**config.mk**
```make
export PLATFORM = sky130hd
export DESIGN_NAME = sig_analyzer_flat
export DESIGN_NICKNAME = d
export VERILOG_FILES = /design/src/rtl/sig_analyzer_pkg.sv /design/src/rtl/sig_analyzer_if.sv /design/src/rtl/sig_analyzer_sisr_reg.sv /design/src/rtl/sig_analyzer.sv /design/src/flat_wrapper.sv
export SDC_FILE = /design/constraint.sdc
export NUM_CORES = 1
export LEC_CHECK = 0
export ABC_AREA = 0
export CAP_MARGIN = 25
export CORE_UTILIZATION = 50
export DETAILED_ROUTE_END_ITERATION = 16
export PLACE_DENSITY = 0.77
export SLEW_MARGIN = 10
export SYNTH_ARGS = -nofsm -noshare
export SYNTH_HDL_FRONTEND = slang
export SYNTH_HIERARCHICAL = 1
export SYNTH_SLANG_ARGS = --single-unit
```
**constraint.sdc**
```tcl
create_clock -name clk -period 2.16 [get_ports clk]
set_input_delay 0.432 -clock clk [delete_from_list [all_inputs] [get_ports clk]]
set_output_delay 0.432 -clock clk [all_outputs]
set_load 0.005 [all_outputs]
```
**src/rtl/sig_analyzer_pkg.sv**
```systemverilog
// Shared types and SISR step function for the signature analyzer.
// The step function works on 64-bit words, so SIG_W may be at most 64.
package sig_analyzer_pkg;

  typedef enum logic [1:0] {IDLE, RUN, COMPARE, DONE} state_e;

  localparam int          SIG_W_DEF = 16;
  localparam int          CNT_W_DEF = 8;
  localparam logic [15:0] POLY_DEF  = 16'h1021;
  localparam logic [15:0] SEED_DEF  = 16'hFFFF;

  // One SISR step; the caller supplies fb = msb ^ din and truncates to its width.
  function automatic logic [63:0] sisr_next(input logic [63:0] sig,
                                            input logic        fb,
                                            input logic [63:0] poly);
    return (sig << 1) ^ (fb ? poly : 64'd0);
  endfunction

endpackage

```
**src/rtl/sig_analyzer_if.sv**
```systemverilog
// Control/response bus of the signature analyzer (master drives, slave is the analyzer).
// SIG_ANALYZER_ABORT_EN adds the abort request line.
interface sig_analyzer_if #(
  parameter int SIG_W = 16,
  parameter int CNT_W = 8
);
  logic             start;
  logic [CNT_W-1:0] num_patterns;
  logic             resp_valid;
  logic             resp_bit;
  logic [SIG_W-1:0] golden_sig;
  logic             busy;
  logic             done;
  logic             pass;
  logic [SIG_W-1:0] signature;
`ifdef SIG_ANALYZER_ABORT_EN
  logic             abort;
`endif

  modport master (
`ifdef SIG_ANALYZER_ABORT_EN
    output abort,
`endif
    output start, num_patterns, resp_valid, resp_bit, golden_sig,
    input  busy, done, pass, signature
  );

  modport slave (
`ifdef SIG_ANALYZER_ABORT_EN
    input  abort,
`endif
    input  start, num_patterns, resp_valid, resp_bit, golden_sig,
    output busy, done, pass, signature
  );
endinterface

```
**src/rtl/sig_analyzer_sisr_reg.sv**
```systemverilog
// Serial-input signature register: reloads SEED on load_seed, compacts din on shift_en.
module sisr_reg
  import sig_analyzer_pkg::*;
#(
  parameter int               SIG_W = SIG_W_DEF,
  parameter logic [SIG_W-1:0] POLY  = SIG_W'(POLY_DEF),
  parameter logic [SIG_W-1:0] SEED  = SIG_W'(SEED_DEF)
) (
  input  logic             clk,
  input  logic             rst_n,
  input  logic             load_seed,
  input  logic             shift_en,
  input  logic             din,
  output logic [SIG_W-1:0] q
);

  logic [SIG_W-1:0] q_q, q_d;

  always_comb begin
    q_d = q_q;
    if (load_seed)
      q_d = SEED;
    else if (shift_en)
      q_d = SIG_W'(sisr_next(64'(q_q), q_q[SIG_W-1] ^ din, 64'(POLY)));
  end

  always_ff @(posedge clk or negedge rst_n) begin
    if (!rst_n) q_q <= SEED;
    else        q_q <= q_d;
  end

  assign q = q_q;

endmodule

```
**src/rtl/sig_analyzer.sv**
```systemverilog
// Response compactor: FSM, pattern counter and golden compare around a sisr_reg.
// SIG_ANALYZER_ABORT_EN enables the abort input (RUN/COMPARE -> IDLE).
module sig_analyzer
  import sig_analyzer_pkg::*;
#(
  parameter int               SIG_W = SIG_W_DEF,
  parameter logic [SIG_W-1:0] POLY  = SIG_W'(POLY_DEF),
  parameter logic [SIG_W-1:0] SEED  = SIG_W'(SEED_DEF),
  parameter int               CNT_W = CNT_W_DEF
) (
  input  logic           clk,
  input  logic           rst_n,
  sig_analyzer_if.slave  bus
);

  state_e           state_q, state_d;
  logic [CNT_W-1:0] count_q, count_d;
  logic [CNT_W-1:0] npat_q, npat_d;
  logic             pass_q, pass_d;
  logic             load_seed, shift_en, abort_req;
  logic [SIG_W-1:0] sig;

`ifdef SIG_ANALYZER_ABORT_EN
  assign abort_req = bus.abort;
`else
  assign abort_req = 1'b0;
`endif

  sisr_reg #(.SIG_W(SIG_W), .POLY(POLY), .SEED(SEED)) u_sisr (
    .clk       (clk),
    .rst_n     (rst_n),
    .load_seed (load_seed),
    .shift_en  (shift_en),
    .din       (bus.resp_bit),
    .q         (sig)
  );

  always_comb begin
    state_d   = state_q;
    count_d   = count_q;
    npat_d    = npat_q;
    pass_d    = pass_q;
    load_seed = 1'b0;
    shift_en  = 1'b0;
    unique case (state_q)
      IDLE, DONE: begin
        if (bus.start) begin
          load_seed = 1'b1;
          count_d   = '0;
          pass_d    = 1'b0;
          npat_d    = bus.num_patterns;
          state_d   = (bus.num_patterns == '0) ? COMPARE : RUN;
        end
      end
      RUN: begin
        // Abort wins over a response arriving in the same cycle.
        if (abort_req) begin
          state_d = IDLE;
        end else if (bus.resp_valid) begin
          shift_en = 1'b1;
          count_d  = count_q + CNT_W'(1);
          if (count_q == npat_q - CNT_W'(1))
            state_d = COMPARE;
        end
      end
      COMPARE: begin
        if (abort_req) begin
          state_d = IDLE;
        end else begin
          pass_d  = (sig == bus.golden_sig);
          state_d = DONE;
        end
      end
      default: state_d = IDLE;
    endcase
  end

  always_ff @(posedge clk or negedge rst_n) begin
    if (!rst_n) begin
      state_q <= IDLE;
      count_q <= '0;
      npat_q  <= '0;
      pass_q  <= 1'b0;
    end else begin
      state_q <= state_d;
      count_q <= count_d;
      npat_q  <= npat_d;
      pass_q  <= pass_d;
    end
  end

  assign bus.busy      = (state_q == RUN) || (state_q == COMPARE);
  assign bus.done      = (state_q == DONE);
  assign bus.pass      = pass_q;
  assign bus.signature = sig;

endmodule
```
**src/flat_wrapper.sv**
```systemverilog
// flat-port wrapper written by rule: the top's interface ports become plain ports
module sig_analyzer_flat import sig_analyzer_pkg::*;
#(
  parameter int               SIG_W = SIG_W_DEF,
  parameter logic [SIG_W-1:0] POLY  = SIG_W'(POLY_DEF),
  parameter logic [SIG_W-1:0] SEED  = SIG_W'(SEED_DEF),
  parameter int               CNT_W = CNT_W_DEF
)
  (clk, rst_n, bus_start, bus_num_patterns, bus_resp_valid, bus_resp_bit, bus_golden_sig, bus_busy, bus_done, bus_pass, bus_signature);
  sig_analyzer_if #(.SIG_W(SIG_W), .CNT_W(CNT_W)) bus_i ();
  input  logic clk;
  input  logic rst_n;
  input wire logic [$bits(bus_i.start)-1:0] bus_start;
  input wire logic [$bits(bus_i.num_patterns)-1:0] bus_num_patterns;
  input wire logic [$bits(bus_i.resp_valid)-1:0] bus_resp_valid;
  input wire logic [$bits(bus_i.resp_bit)-1:0] bus_resp_bit;
  input wire logic [$bits(bus_i.golden_sig)-1:0] bus_golden_sig;
  output wire logic [$bits(bus_i.busy)-1:0] bus_busy;
  output wire logic [$bits(bus_i.done)-1:0] bus_done;
  output wire logic [$bits(bus_i.pass)-1:0] bus_pass;
  output wire logic [$bits(bus_i.signature)-1:0] bus_signature;
  assign bus_i.start = bus_start;
  assign bus_i.num_patterns = bus_num_patterns;
  assign bus_i.resp_valid = bus_resp_valid;
  assign bus_i.resp_bit = bus_resp_bit;
  assign bus_i.golden_sig = bus_golden_sig;
  assign bus_busy = bus_i.busy;
  assign bus_done = bus_i.done;
  assign bus_pass = bus_i.pass;
  assign bus_signature = bus_i.signature;
  sig_analyzer #(.SIG_W(SIG_W), .POLY(POLY), .SEED(SEED), .CNT_W(CNT_W)) u_core (.clk(clk), .rst_n(rst_n), .bus(bus_i));
endmodule
```
**Word-level counts from Yosys, hierarchy flattened**

Index checks and enable logic that the tools add are counted.

- Flip-flop bits (word level): 35
- Input bits: 29
- Logic and storage cells: 45

- Add/subtract/negate cells: 2
- Eq/ne operators: 8
- Muxes and demuxes: 17
- Bitwise operators: 2
- Reduce and logical (&&, ||, !) cells: 11

Operator list:

| cell | number |
|---|---|
| $mux W16 | 2 |
| $eq A16 B16 Y1 | 1 |
| $mux W8 | 2 |
| $pmux W8 S2 | 1 |
| $xor A16 B13 Y16 | 1 |
| $mux W13 | 1 |
| $add A8 B1 Y8 const B | 1 |
| $eq A8 B8 Y1 | 1 |
| $logic_not A8 Y1 | 1 |
| $mux W2 | 4 |
| $sub A8 B1 Y8 const B | 1 |
| $pmux W2 S3 | 1 |
| $reduce_and A3 Y1 | 2 |
| $reduce_bool A2 Y1 | 3 |
| $mux W1 | 5 |
| $eq A2 B2 Y1 const B | 2 |
| $ne A2 B2 Y1 const B | 2 |
| $reduce_and A2 Y1 | 2 |
| $eq A2 B1 Y1 const B | 1 |
| $logic_not A2 Y1 | 1 |
| $ne A2 B1 Y1 const B | 1 |
| $pmux W1 S2 | 1 |
| $reduce_or A2 Y1 | 1 |
| $logic_or A1 B1 Y1 | 1 |
| $xor A1 B1 Y1 | 1 |

**Logic depth before layout (Yosys ltp)**

Gate-level depths: netlist of the first run.

- Depth after elaboration: 5
- Gate-level depth with buffers: 9
- Gate-level depth less buffers: 9

**Cells and area by module**

The synthesis of the first run kept the hierarchy.

By module, submodules not included:

| module | instances | cells each | area an instance (sq um) | seq. area each (sq um) |
|---|---|---|---|---|
| sig_analyzer | 1 | 151 | 1386.3 | 475.5 |
| sisr_reg | 1 | 56 | 740.7 | 420.4 |

**Least setup slack after synthesis of the first run**

No wires, ideal clock.

- Path type: reg2reg
- Start point: register u_core.state_q[0]
- End point: register u_core.count_q[5]
- Arrival: 1.841 ns
- Slack: 0.241 ns
- Cell stages (with the launch flop): 9
- Buffers on the path: 0
- Path through: dfrtp_1 > inv_1 > ha_1 > nand2b_1 > o21ai_1 > a21oi_2 > nand4_1 > or3_1 > a21oi_1

- Cells in the longest elaborated chain, start to end: 4

Ends and longest elaborated chain:

| what | line | source |
|---|---|---|
| from (decl) | sig_analyzer.sv:16 | `state_e state_q, state_d;` |
| from (signal assigned) | sig_analyzer.sv:85 | `state_q <= state_d;` |
| $eq A2 B2 Y1 or $logic_not A2 Y1 (tied branches) | sig_analyzer.sv:45 | `unique case (state_q)` |
| $reduce_or A2 Y1 | sig_analyzer.sv:45 |  |
| $ne A2 B2 Y1 (no line) or $reduce_bool A2 Y1 (tied branches) | n/a |  |
| $reduce_and A3 Y1 (no line) | n/a |  |
| to (signal assigned) | sig_analyzer.sv:86 | `count_q <= count_d;` |
| to (decl) | sig_analyzer.sv:17 | `logic [CNT_W-1:0] count_q, count_d;` |

Several ways; a longest one is shown, not always the timed one.
A chain may end at the register's enable or synchronous reset.

**Final worst setup path of the first run**

- Start point: register u_core.state_q[0]
- End point: output bus_busy

- Cells in the longest elaborated chain, start to end: 2

Ends and longest elaborated chain:

| what | line | source |
|---|---|---|
| $eq A2 B1 Y1 or $eq A2 B2 Y1 (tied branches) | sig_analyzer.sv:92 | `assign bus.busy = (state_q == RUN) \|\| (state_q == COMPARE);` |
| $logic_or A1 B1 Y1 * | sig_analyzer.sv:92 |  |
| to (decl) | flat_wrapper.sv:18 | `output wire logic [$bits(bus_i.busy)-1:0] bus_busy;` |

Every way passes the cells marked *; elsewhere a longest branch is shown, timed or not.

==> results of run 1 <==
## layout by cell type, fill, tap and decap left out, drive strengths merged
cell and instances:
clkdlybuf4s50 47, xor2 24, dfrtp 19, nor2b 16, a211o 16, dfstp 16
nand2 12, nor2 11, o21ai 11, buf 10, nor4 8, inv 8
clkbuf 8, mux2 6, xnor2 6, a21oi 6, nand4 5, nand3 5
ha 5, nor3 4, nand2b 3, or3 2, a31oi 2, xor3 2
and2 2, and3 1, nor3b 1, o2111ai 1, a21o 1, o211ai 1
a221oi 1, a211oi 1, a22o 1, a21boi 1, mux2i 1
## cell families after synthesis
logic type                 count (synthesis)  synth area share
xor gates and xnor gates                  32            0.1459
muxes                                      7           0.03647
DFF                                       35            0.4212
buffers and inverters                     16           0.03177
and+or+nand+nor                           70            0.1882
AOI/OAI and AO/OA                         42            0.1471
adders and majority gates                  5           0.02941
## power by group
group	total [uW]	leakage [uW]	internal [uW]	switching [uW]
sequential	1360	0.000410	1010	351
clock	456	0.0000395	229	227
combinational	2000	0.000690	1130	867
total	3820	0.00114	2370	1440
## per-layer routing
metal,vias up,track usage,wire length [um]
met5,-,0,0
met4,0,0.08777,78
met3,8,0.07939,221
met2,52,0.4013,2516
met1,881,0.2767,2017
li1,841,-,-
## per-stage QoR
step | setup WS (ps) | cell area, sq um
after floorplan | 240.8 | 2127
after CTS | 53.43 | 2795
final | 88.74 | 2805
after detailed placement | 92.00 | 2703
after global placement | 137.9 | 2703
after global routing | 26.85 | 2805
## sequential cells by signal, summed over array words and instances (netlist names)
signal / flops
u_core/u_sisr/q: 16
u_core/count_q: 8
u_core/npat_q: 8
u_core/state_q: 2
u_core/bus.pass: 1
## layout make-up
class                   instances  area (sq um)  share of cell area
clock buffers                   8         80.08             0.02855
inverters                       8         30.03             0.01070
well taps                      50         62.56             0.02230
repair buffers                 57         558.0              0.1989
multi-input cells             156          1179              0.4202
flip-flops and latches         35         895.9              0.3194
## worst max-delay path: cells and delay by family (launching register included)
kind | cells | cell delay, ps
fa+ha+maj | 1 | 220
flops | 1 | 420
buf+inv | 3 | 720
## what timing repair did
item | CTS | global route
setup endpoints to repair | 1 | 3
buffers inserted | 0 | 1
pin swaps | 0 | 1
resized for setup | 1 | 2
## how the worst max path moves through the flow
stage / from / to / slack [ps]
6_report: u_core/state_q[0] / bus_busy / 90
5_1_grt: u_core/state_q[0] / bus_busy / 30
4_1_cts: u_core/state_q[0] / bus_busy / 50
3_5_place_dp: bus_start / u_core/count_q[7] / 90
3_3_place_gp: bus_start / u_core/count_q[7] / 140
2_1_floorplan: u_core/state_q[0] / u_core/count_q[5] / 240
==> flow_summary_export.csv, run 1 <==
group,metric,value,unit
run_status,status,"finished clean",
final_layout,final_util,0.6963,
critical_path,r2r_cells,9,
yosys,synthTopCellsByArea,"dfrtp_1, dfstp_2, xor2_1",
clocking,h-tree-depth,2,
timing,setup_tns,0,ps
die,die_area,4519,sq um
critical_path,path_max_fanout,6,
drt,wirelength,4.834,mm
clocking,path_clk_slew,70,ps
timing,tightestPinTransition,507.6,ps
critical_path,setup.worst_path.end_class,"output pin",
die,placementRows,23,
critical_path,cp.arrival,1640,ps
global_routing,grt_pass1_vias,1730,
worst_hold_path,hp-class,"flip-flop to flip-flop",
power,power_density,1360,nW/um^2
die,chipHeight,67.23,um
clocking,root_buffer,"clkbuf_8",
timing,max_freq,482.8,MHz
yosys,postSynthAreaPerCell,10.28,sq um
critical_path,reg2reg_slack,170,ps
timing,finalHoldViolCount,0,
final_layout,drive_above_1_share,0.1894,
final_layout,antenna_cells,0,
drt,drtAntennaViolNets,0,
clocking,numCtsBuffers,5,
yosys,synth_edf_count,0,
drt,drt_first_pass_iters,4,
power,power_leakage,0.001140,uW
critical_path,crit_chain,"inv_2 -> ha_4 -> inv_1 -> clkdlybuf4s50_1",
timing,slew-limit-headroom,0.6585,
run,drv_cap,0,
global_routing,grt_max_degree,36,
clocking,clk_path_buf_depth,2,
worst_hold_path,hp-start,"u_core/bus.pass",
placed_design,place_inst,305,
yosys,netlist_area,2127,sq um
die,die_w,67.23,um
critical_path,slowest_stage,"clkdlybuf4s50_1",
drt,viasPerCell,5.675,
critical_path,path_class,"flip-flop to output pin",
yosys,synth_common_cells,"xor2_1, dfrtp_1, a211o_1, dfstp_2, nor2b_1",
critical_path,r2r_end,"u_core/state_q[1]",
die,start_util,0.5280,
placed_design,dp_hpwl,3.444,mm
timing,setup_viol,0,
global_routing,grt_pass1_wl,7.831,mm
drt,drtIter0Drc,86,
worst_hold_path,holdPathStages,2,
timing,slew_viol_final,0,
yosys,synth_top_area_share,0.2235,
clocking,cts_tree,"done",
yosys,synth_most_common_cell,"xor2_1",
drt,drc,0,
die,core_area,4029,sq um
yosys,ys.warnings.count,6,
drt,num_vias,1782,
worst_hold_path,whs_endpoint,"u_core/bus.pass",
yosys,syn-num-nets,241,
timing,rsz0062_at_grt,"false",
yosys,async_flop_share,1.000,
final_layout,area_growth,31.88,%
power,peakVddDrop,0.8768,mV
yosys,synth_seq_cells,35,
clocking,ctsHoldBuffers,0,
critical_path,critPathMaxStageDelay,510,ps
yosys,yosys.area.top_type,"dfrtp_1",
yosys,syn_inst,207,
final_layout,final_cells,314,
timing,finalClockSkew,4.310,ps
global_routing,grt_overflow_total,0,
timing,layout_min_cycle_time,2071,ps
final_layout,nNetsFinal,297,
drt,drt-wirelength-per-cell,15.39,um
power,power,3815,uW
yosys,synth_cell_type_count,42,
timing,post-route-period-util,0.9589,
yosys,ys_dominant_reg_cell,"dfrtp_1",
placed_design,port_buffers,47,
global_routing,grt_usage,0.2371,
timing,hold_slack,501.3,ps
yosys,yosysSeqAreaShare,0.4212,
critical_path,start_kind,"flip-flop",
die,io-pin-count,48,
final_layout,fillerInstances,313,
clocking,clk_latency,290,ps
placed_design,gp_congestion,0.8203,
clocking,cts.sinks,35,
critical_path,regToRegStartpoint,"u_core/npat_q[0]",
critical_path,crit_required,1730,ps
global_routing,antenna_found_initial,0,
No activity file was read; power rests on OpenSTA's default activity.
==> run 2: changes to the inputs <==
CORE_MARGIN = 2   (was unset)
CORE_UTILIZATION = 49   (was 50)
SYNTH_HIERARCHICAL = unset   (was 1)
==> run 2 against run 1 <==
Total power down 17%. Die area increased by 0.63%. Global-route usage decreased by 1.9 points. Critical endpoint is now u_core.state_q[1].
==> flow_summary_export.csv, run 2 <==
group,metric,value,unit
yosys,syn-num-nets,220,
final_layout,area_growth,41.88,%
critical_path,crit_family,"compound AO/OA/AOI/OAI gates",
placed_design,place_inst,294,
yosys,synth-xor-area-share,0.1421,
drt,wirelength,4.507,mm
clocking,clk_latency,290,ps
timing,layout_min_cycle_time,2145,ps
clocking,numCtsBuffers,5,
yosys,postSynthAreaPerCell,10.60,sq um
die,io-pin-count,48,
die,start_util,0.5002,
placed_design,gp_congestion,0.8625,
critical_path,crit_chain,"inv_1 -> ha_1 -> nor3b_4 -> mux2_1 -> nand3_1 -> a311o_1 -> a21oi_2 -> mux2_1",
yosys,yosys.area_share.adder,0.03173,
drt,drc,0,
drt,drtAntennaViolNets,0,
final_layout,final_util,0.7096,
timing,slew_viol_final,0,
critical_path,path_common_cell,"mux2_1",
run,drv_cap,0,
placed_design,place_area,2628,sq um
final_layout,fillerInstances,302,
timing,max_freq,466.2,MHz
yosys,synth_edf_count,0,
yosys,yosysSeqAreaShare,0.4543,
drt,drt_first_pass_iters,4,
final_layout,drive_above_1_share,0.2381,
clocking,cts_tree,"done",
timing,tightestPinTransition,447.4,ps
yosys,syn_inst,186,
run_status,status,"finished clean",
die,die_area,4547,sq um
critical_path,cp.buffers_inverters,1,
critical_path,slowest_stage,"dfrtp_1",
global_routing,antenna_found_initial,0,
drt,viasPerCell,5.444,
clocking,h-tree-depth,2,
global_routing,grt_max_degree,36,
worst_hold_path,hp-class,"flip-flop to flip-flop",
clocking,cts.sinks,35,
timing,finalHoldViolCount,0,
yosys,yosys.area.top_type,"dfrtp_1",
yosys,synth_cell_type_count,36,
yosys,netlist_area,1972,sq um
clocking,root_buffer,"clkbuf_8",
clocking,clk_path_buf_depth,2,
global_routing,grt_usage,0.2185,
die,chipHeight,67.44,um
drt,drtIter0Drc,63,
yosys,async_flop_share,1.000,
timing,finalClockSkew,8.116,ps
clocking,path_clk_slew,80,ps
critical_path,cp.arrival,2320,ps
yosys,synth_top_family_by_area,"simple AND/OR/NAND/NOR gates",
final_layout,mostFrequentLayoutCells,"clkdlybuf4s50_1, xor2_1, dfrtp_1",
power,power_density,1138,nW/um^2
critical_path,setup.worst_path.end_class,"flip-flop",
final_layout,antenna_cells,0,
die,die_w,67.44,um
timing,hold_slack,536.1,ps
yosys,ys.warnings.count,0,
final_layout,nNetsFinal,285,
final_layout,fin_area,2798,sq um
power,power_leakage,0.001084,uW
yosys,synth_common_cells,"xor2_1, dfrtp_1, dfstp_2, o22a_1, nand2_1",
yosys,synth_most_common_cell,"xor2_1",
power,peakVddDrop,0.5775,mV
critical_path,path_class,"flip-flop to flip-flop",
yosys,synth_compound_area_frac,0.1237,
final_layout,final_cells,302,
final_layout,layout_commonest_cell,"clkdlybuf4s50_1",
global_routing,grt_pass1_wl,7.376,mm
yosys,ys_dominant_reg_cell,"dfrtp_1",
placed_design,dp_hpwl,3.373,mm
drt,drt-wirelength-per-cell,14.92,um
final_layout,largest_reg_flops,16,
yosys,synth_top_area_share,0.2411,
die,placementRows,23,
critical_path,path_max_fanout,4,
timing,setup_viol,0,
yosys,yosys.area_share.simple,0.1605,
clocking,ctsHoldBuffers,0,
timing,slew-limit-headroom,0.7017,
timing,rsz0062_at_grt,"true",
global_routing,grt_overflow_total,0,
drt,num_vias,1644,
global_routing,grt_pass1_vias,1655,
critical_path,crit_required,2340,ps
timing,setup_tns,0,ps
timing,post-route-period-util,0.9930,
die,core_area,3943,sq um
final_layout,ff_latch_area,895.9,sq um
final_layout,multi_input_area,1097,sq um
yosys,synth_seq_cells,35,
yosys,synth.mux.area_fraction,0.06282,
placed_design,port_buffers,47,
critical_path,critPathMaxStageDelay,410,ps
clocking,cts_setup_buffers,0,
critical_path,start_kind,"flip-flop",
yosys,synthTopCellsByArea,"dfrtp_1, dfstp_2, xor2_1",
==> run 2: per-layer routing <==
layer  share of wire  track usage  wire length [um]  vias up
met2            0.53       0.3998              2390       43
met3           0.067      0.07833               301        6
met5               0            0                 0        -
li1                -            -                 -      800
met1            0.39       0.2318              1758      795
met4           0.013      0.07143                57        0
==> run 2: final cells by class <==
cell class / instances / share of cell area
clock buffer: 6 / 0.02952
clock inverter: 2 / 0.01252
inverter: 7 / 0.009392
multi-input combinational: 138 / 0.3922
sequential: 35 / 0.3202
tap: 50 / 0.02236
timing repair buffer: 64 / 0.2138
==> run 2: worst paths after layout <==
| check | from | end | slack [ps] | cells past startpoint |
|---|---|---|---|---|
| setup / recovery | u_core.npat_q[0] | u_core.state_q[1] | 20 | 8 |
| hold / removal | u_core.u_sisr.q[1] | u_core.u_sisr.q[2] | 540 | 1 |
| setup reg to reg | u_core.npat_q[0] | u_core.state_q[1] | 20 | 8 |
| hold reg to reg | u_core.u_sisr.q[1] | u_core.u_sisr.q[2] | 540 | 1 |
| max in group asynchronous | rst_n | u_core.u_sisr.q[2] | 1270 | 2 |
| min in group asynchronous | rst_n | u_core.npat_q[6] | 550 | 2 |
==> run 2: timing repair <==
action	in CTS	in global routing
endpoints found under the setup margin	3	5
cloned	0	0
pin swaps	5	1
resized for setup	8	1
==> run 2: report_power, final <==
part	internal, uW	total (uW)	switching (uW)
Sequential	851	1050	196
Combinational	792	1520	728
Clock	373	616	243
==> run 2: worst register-to-register path: stages (launching register included) <==
cell     delay [ps]
dfrtp_1         410
inv_1            70
ha_1            170
nor3b_4         250
mux2_1          180
nand3_1          80
a311o_1         370
a21oi_2         170
mux2_1          340
==> run 2: through the flow <==
step | worst slack [ps] | power, uW
finish | 15.14 | 3185
global route | -96.53 | 3400
CTS | -14.29 | 3202
detailed placement | -47.87 | 2512
global placement | -5.262 | 2476
floorplan | 37.38 | 1919
==> run 2: cells by family (layout without fill, tap and decap cells) <==
kind of cell / Yosys count / count (layout)
flops: 35 / 35
fa+ha+maj: 5 / 5
xor+xnor: 32 / 32
compound gates: 32 / 32
simple gates: 58 / 58
buf+inv: 13 / 79
mux: 11 / 11
